===== config.mk =====
export PLATFORM = sky130hd
export DESIGN_NAME = approx_err_acc
export DESIGN_NICKNAME = d
export VERILOG_FILES = /design/src/rtl/approx_err_pkg.sv /design/src/rtl/abs_diff_u.sv /design/src/rtl/approx_err_acc.sv
export SDC_FILE = /design/constraint.sdc
export NUM_CORES = 1
export LEC_CHECK = 0
export BUFFER_PORTS_ARGS = -buffer_cell sky130_fd_sc_hd__buf_2
export CAP_MARGIN = 20
export CORE_MARGIN = 3
export CORE_UTILIZATION = 55
export CTS_CLUSTER_DIAMETER = 30
export DETAILED_ROUTE_END_ITERATION = 10
export PLACE_DENSITY = 0.75
export SYNTH_ARGS = -nofsm -noshare
export SYNTH_HDL_FRONTEND = slang
export SYNTH_HIERARCHICAL = 1
export SYNTH_SLANG_ARGS = --single-unit

===== constraint.sdc =====
create_clock -name clk -period 6.4 [get_ports clk]
set_input_delay 0.96 -clock clk [delete_from_list [all_inputs] [get_ports clk]]
set_output_delay 0.96 -clock clk [all_outputs]
set_load 0.01 [all_outputs]

===== src/rtl/approx_err_pkg.sv =====
// Shared types and default widths for the approximate-multiplier error accumulator.
package approx_err_pkg;

  // Run-control states.
  typedef enum logic [1:0] {
    IDLE = 2'd0,
    RUN  = 2'd1,
    DONE = 2'd2
  } state_e;

  // Default product width and sample-counter width.
  localparam int W_DEF     = 16;
  localparam int CNT_W_DEF = 16;

endpackage


===== src/rtl/abs_diff_u.sv =====
// Combinational unsigned absolute difference |a - b| without wrap-around.
module abs_diff_u #(
  parameter int W = 16
) (
  input  logic [W-1:0] a_i,
  input  logic [W-1:0] b_i,
  output logic [W-1:0] diff_o
);

  // Subtract the smaller operand from the larger so the result never wraps.
  always_comb begin
    diff_o = (a_i >= b_i) ? (a_i - b_i) : (b_i - a_i);
  end

endmodule


===== src/rtl/approx_err_acc.sv =====
// Accumulates error statistics (sum, maximum, nonzero count) between an
// approximate and an exact product stream over a run of n_samples beats.
module approx_err_acc
  import approx_err_pkg::*;
#(
  parameter  int W     = W_DEF,
  parameter  int CNT_W = CNT_W_DEF,
  localparam int ACC_W = W + CNT_W
) (
  input  logic             clk,
  input  logic             rst_n,
  input  logic             start,
  input  logic [CNT_W-1:0] n_samples,
  input  logic             abort,
  input  logic             in_valid,
  output logic             in_ready,
  input  logic [W-1:0]     approx_p,
  input  logic [W-1:0]     exact_p,
  output logic             busy,
  output logic             done,
  output logic [ACC_W-1:0] sae,
  output logic [W-1:0]     max_ae,
  output logic [CNT_W-1:0] err_cnt
);

  state_e             state_q, state_d;
  logic [CNT_W-1:0]   rem_q, rem_d;
  logic [ACC_W-1:0]   sae_q, sae_d;
  logic [W-1:0]       max_q, max_d;
  logic [CNT_W-1:0]   cnt_q, cnt_d;
  logic [W-1:0]       ae;
  logic               accept;

  abs_diff_u #(.W(W)) u_abs_diff (
    .a_i    (approx_p),
    .b_i    (exact_p),
    .diff_o (ae)
  );

  assign busy     = (state_q == RUN);
  assign done     = (state_q == DONE);
  assign in_ready = busy;
  assign accept   = in_valid && in_ready;

  assign sae     = sae_q;
  assign max_ae  = max_q;
  assign err_cnt = cnt_q;

  // Next-state and datapath update; abort overrides start and any beat.
  always_comb begin
    state_d = state_q;
    rem_d   = rem_q;
    sae_d   = sae_q;
    max_d   = max_q;
    cnt_d   = cnt_q;
    if (abort) begin
      state_d = IDLE;
      rem_d   = '0;
      sae_d   = '0;
      max_d   = '0;
      cnt_d   = '0;
    end else begin
      unique case (state_q)
        IDLE, DONE: begin
          if (start) begin
            rem_d   = n_samples;
            sae_d   = '0;
            max_d   = '0;
            cnt_d   = '0;
            state_d = (n_samples == '0) ? DONE : RUN;
          end
        end
        RUN: begin
          if (accept) begin
            sae_d = sae_q + ACC_W'(ae);
            if (ae > max_q) max_d = ae;
            if (ae != '0)   cnt_d = cnt_q + CNT_W'(1);
            rem_d = rem_q - CNT_W'(1);
            if (rem_q == CNT_W'(1)) state_d = DONE;
          end
        end
        default: state_d = IDLE;
      endcase
    end
  end

  // Single registered stage holding control state and running results.
  always_ff @(posedge clk or negedge rst_n) begin
    if (!rst_n) begin
      state_q <= IDLE;
      rem_q   <= '0;
      sae_q   <= '0;
      max_q   <= '0;
      cnt_q   <= '0;
    end else begin
      state_q <= state_d;
      rem_q   <= rem_d;
      sae_q   <= sae_d;
      max_q   <= max_d;
      cnt_q   <= cnt_d;
    end
  end

endmodule


==> results.yml <==
route:
  drt_first_pass_iters: 5
  drtIter0Drc: 456
  drc: 0
  totalWireLength_mm: 17.45
  viasPerCell: 5.866
  via_count: 6447
  antenna_left: 0
  drt-wirelength-per-cell_microns: 15.87
pwr:
  powerDensity_nw_per_um2: 246.5
  ir_drop_uv: 142.6
  p_leak_nw: 3.869
grt:
  grt_overflow_total: 0
  grt_pass1_vias: 6031
  grt_max_degree: 83
  antenna_found_initial: 0
  grt_pass1_wl_mm: 29.24
  grt_util_all_layers_pct: 25.17
sta:
  fin_tns_setup_ns: 0
  fin_skew_ns: 0.008238
  rsz0062_at_grt: "no"
  min_period_over_period_pct: 84.09
  drv_slew: 0
  hold_viol_final: 0
  min_period_ns: 5.382
  fmax_mhz: 185.8
  finalSetupViolCount: 0
  tightest_slew_ns: 1.076
  relSlewSlack_pct: 28.29
clock_tree:
  clockRootBuffer: "clkbuf_16"
  clkSinkCount: 82
  post_cts_resized: 0
  cts_buffers: 9
  cts_buffer_depth: 2
  cts_tree: "done"
  hold_buffers: 0
  clkTransAtPathRegs_ns: 0.06
  cts.htree.levels: 3
  postCtsSetupBuffers: 0
  worstSkewPairLatency_ns: 0.35
floorplan:
  ioPinCount: 120
  start_util_pct: 56.65
  die_h_microns: 117.7
  row_count: 40
  core_sq_um: 12110
  die_width_microns: 117.7
  die_area_sq_um: 13850
synth:
  synth_warnings: 6
  yosysUniqueCellTypes: 75
  synth_edf_count: 0
  yosysSeqAreaShare_pct: 29.91
  syn-num-nets: 946
  yosysTopAreaCell: "dfrtp_1"
  yosys_register_bits: 82
  synth_area_leaders: "dfrtp_1 (30%), ha_1 (12%), o21ai_0 (5.5%)"
  yosys.area.top_type_share_pct: 29.91
  synth_area_sq_um: 6862
  ys.flop_type: "dfrtp_1"
  synth_area_per_cell_sq_um: 8.327
  async_flop_share_pct: 100.0
  syn_inst: 824
placement:
  dp.cells: 1082
  gp_congestion: 0.9684
  portBuffers: 119
  dp_hpwl_mm: 13.31
worst_setup_path:
  crit_family: "compound AO/OA/AOI/OAI gates"
  startpoint_type: "input pin"
  required_ns: 6.63
  worstSetupPathType: "in -> reg"
  crit_path_top_delay_cell: "a221oi_4"
  cp.arrival_ns: 5.61
  end_kind: "flop"
  critPathMaxFanout: 9
  cpMostUsedCell: "a21oi_1"
  path_cells: "buf_2 -> inv_1 -> ha_1 -> a21oi_4 -> o21ai_1 -> o31ai_2 -> o211ai_1 -> a221oi_4 -> buf_4 -> mux2i_1 -> xor2_1 -> ha_1 -> a21o_1 -> a21oi_1 -> a21oi_1 -> o2111ai_1 -> a21oi_1 -> a211o_1 -> and3_1"
  crit_buf_inv: 3
  slowest_delay_ns: 0.49
cells_and_area:
  nets: 1048
  post-route-util_pct: 64.66
  antenna_cells: 0
  fill_cells: 1111
  drive_gt1_share_pct: 17.94
  instances_no_fill: 1099
  syn_to_final_growth_pct: 14.13
min_path:
  hold_class: "reg -> reg"
outcome:
  status: "complete, no violations"
job:
  maxCapViolCount: 0
==> synthesized netlist by cell type, types with 9 or more instances <==
cell type / n
a22o_1: 10
inv_1: 67
nor2_1: 71
nor4_1: 11
o21bai_1: 9
a21oi_1: 75
nand2b_1: 9
nand3_1: 14
clkbuf_1: 20
dfrtp_1: 82
ha_1: 66
xor2_1: 21
nor3_1: 15
mux2i_1: 16
o21ai_0: 76
and3_1: 11
nand2_1: 69
nand4_1: 19
xnor2_1: 21
a21o_1: 17
==> state kept, by name, indices dropped and copies added (netlist names) <==
register / flops
max_ae: 16
state_q: 2
sae: 32
err_cnt: 16
rem_q: 16
==> layout by cell type, fill, tap and decap left out, drive strengths merged, types with 9 or more instances in the layout <==
master / netlist / routed
a22o: 15 / 15
ha: 66 / 66
nor3: 15 / 15
nand2: 69 / 69
o21bai: 9 / 9
nand4: 19 / 19
nor4: 11 / 11
clkbuf: 20 / 12
a21o: 17 / 17
buf: 15 / 126
xnor2: 21 / 21
mux2i: 16 / 16
inv: 68 / 68
and3: 12 / 12
nand2b: 9 / 9
dfrtp: 82 / 82
a21oi: 79 / 79
xor2: 21 / 21
nor2: 71 / 71
o21ai: 81 / 81
nand3: 14 / 14
==> cell type report <==
| cell class | instances | area [sq um] | share of cell area, % |
|---|---|---|---|
| timing repair buffer | 126 | 663.1 | 8.468 |
| multi-input combinational | 639 | 4368 | 55.78 |
| tap | 168 | 210.2 | 2.684 |
| inverter | 68 | 255.2 | 3.259 |
| clock inverter | 4 | 26.28 | 0.3355 |
| sequential | 82 | 2052 | 26.20 |
| clock buffer | 12 | 256.5 | 3.275 |
==> stage by stage <==
stage                     hold slack, ns  instance area [sq um]  power, mW  setup WS [ns]
after floorplan                   0.4609                   6862      1.216          1.265
after global placement            0.4867                   7528      1.417         0.7810
after detailed placement          0.5010                   7528      1.426         0.7340
after CTS                         0.5071                   7811      1.927          1.054
after global routing              0.5357                   7831      2.063         0.6827
final                             0.5120                   7831      1.931          1.018
==> worst paths after layout <==
path	start	end	slack [ns]	cells after the start
setup / recovery	approx_p[7]	sae[31]	1.02	19
hold / removal	err_cnt[13]	err_cnt[13]	0.51	1
setup reg to reg	sae[0]	sae[28]	3.54	10
hold reg to reg	err_cnt[13]	err_cnt[13]	0.51	1
max in group asynchronous	rst_n	max_ae[0]	5.19	2
min in group asynchronous	rst_n	rem_q[10]	0.59	1
==> cell families (layout without fill, tap and decap cells) <==
kind of cell / Yosys count / after routing / share of synthesized area [%]
multiplexers: 16 / 16 / 2.334
AO/OA/AOI/OAI: 263 / 263 / 25.46
AND/OR/NAND/NOR: 249 / 249 / 17.49
XOR/XNOR: 42 / 42 / 5.361
flip-flops: 82 / 82 / 29.91
adder cells (fa/ha/maj): 69 / 69 / 12.91
buffers and inverters: 103 / 210 / 6.546
==> worst reg2reg max path, delay by kind of cell, from the launching register on <==
kind | cells | cell delay (ns)
AOI/OAI and AO/OA | 5 | 1.17
and+or+nand+nor | 2 | 0.61
adders and majority gates | 2 | 0.54
DFF | 1 | 0.39
buffers and inverters | 1 | 0.06
==> where the power goes <==
part,leakage (nW),internal (mW),switching [mW],total (mW)
combinational,2.60,0.313,0.505,0.818
clock,0.139,0.284,0.216,0.500
sequential,1.13,0.566,0.0470,0.613
==> routing by layer <==
metal  track usage (%)  routed length (microns)
met1             34.01                     7811
met2             41.86                     8270
met4             7.106                      284
met3             4.181                     1078
met5                 0                        0
Note: power is estimated with default switching activity, not from simulation.
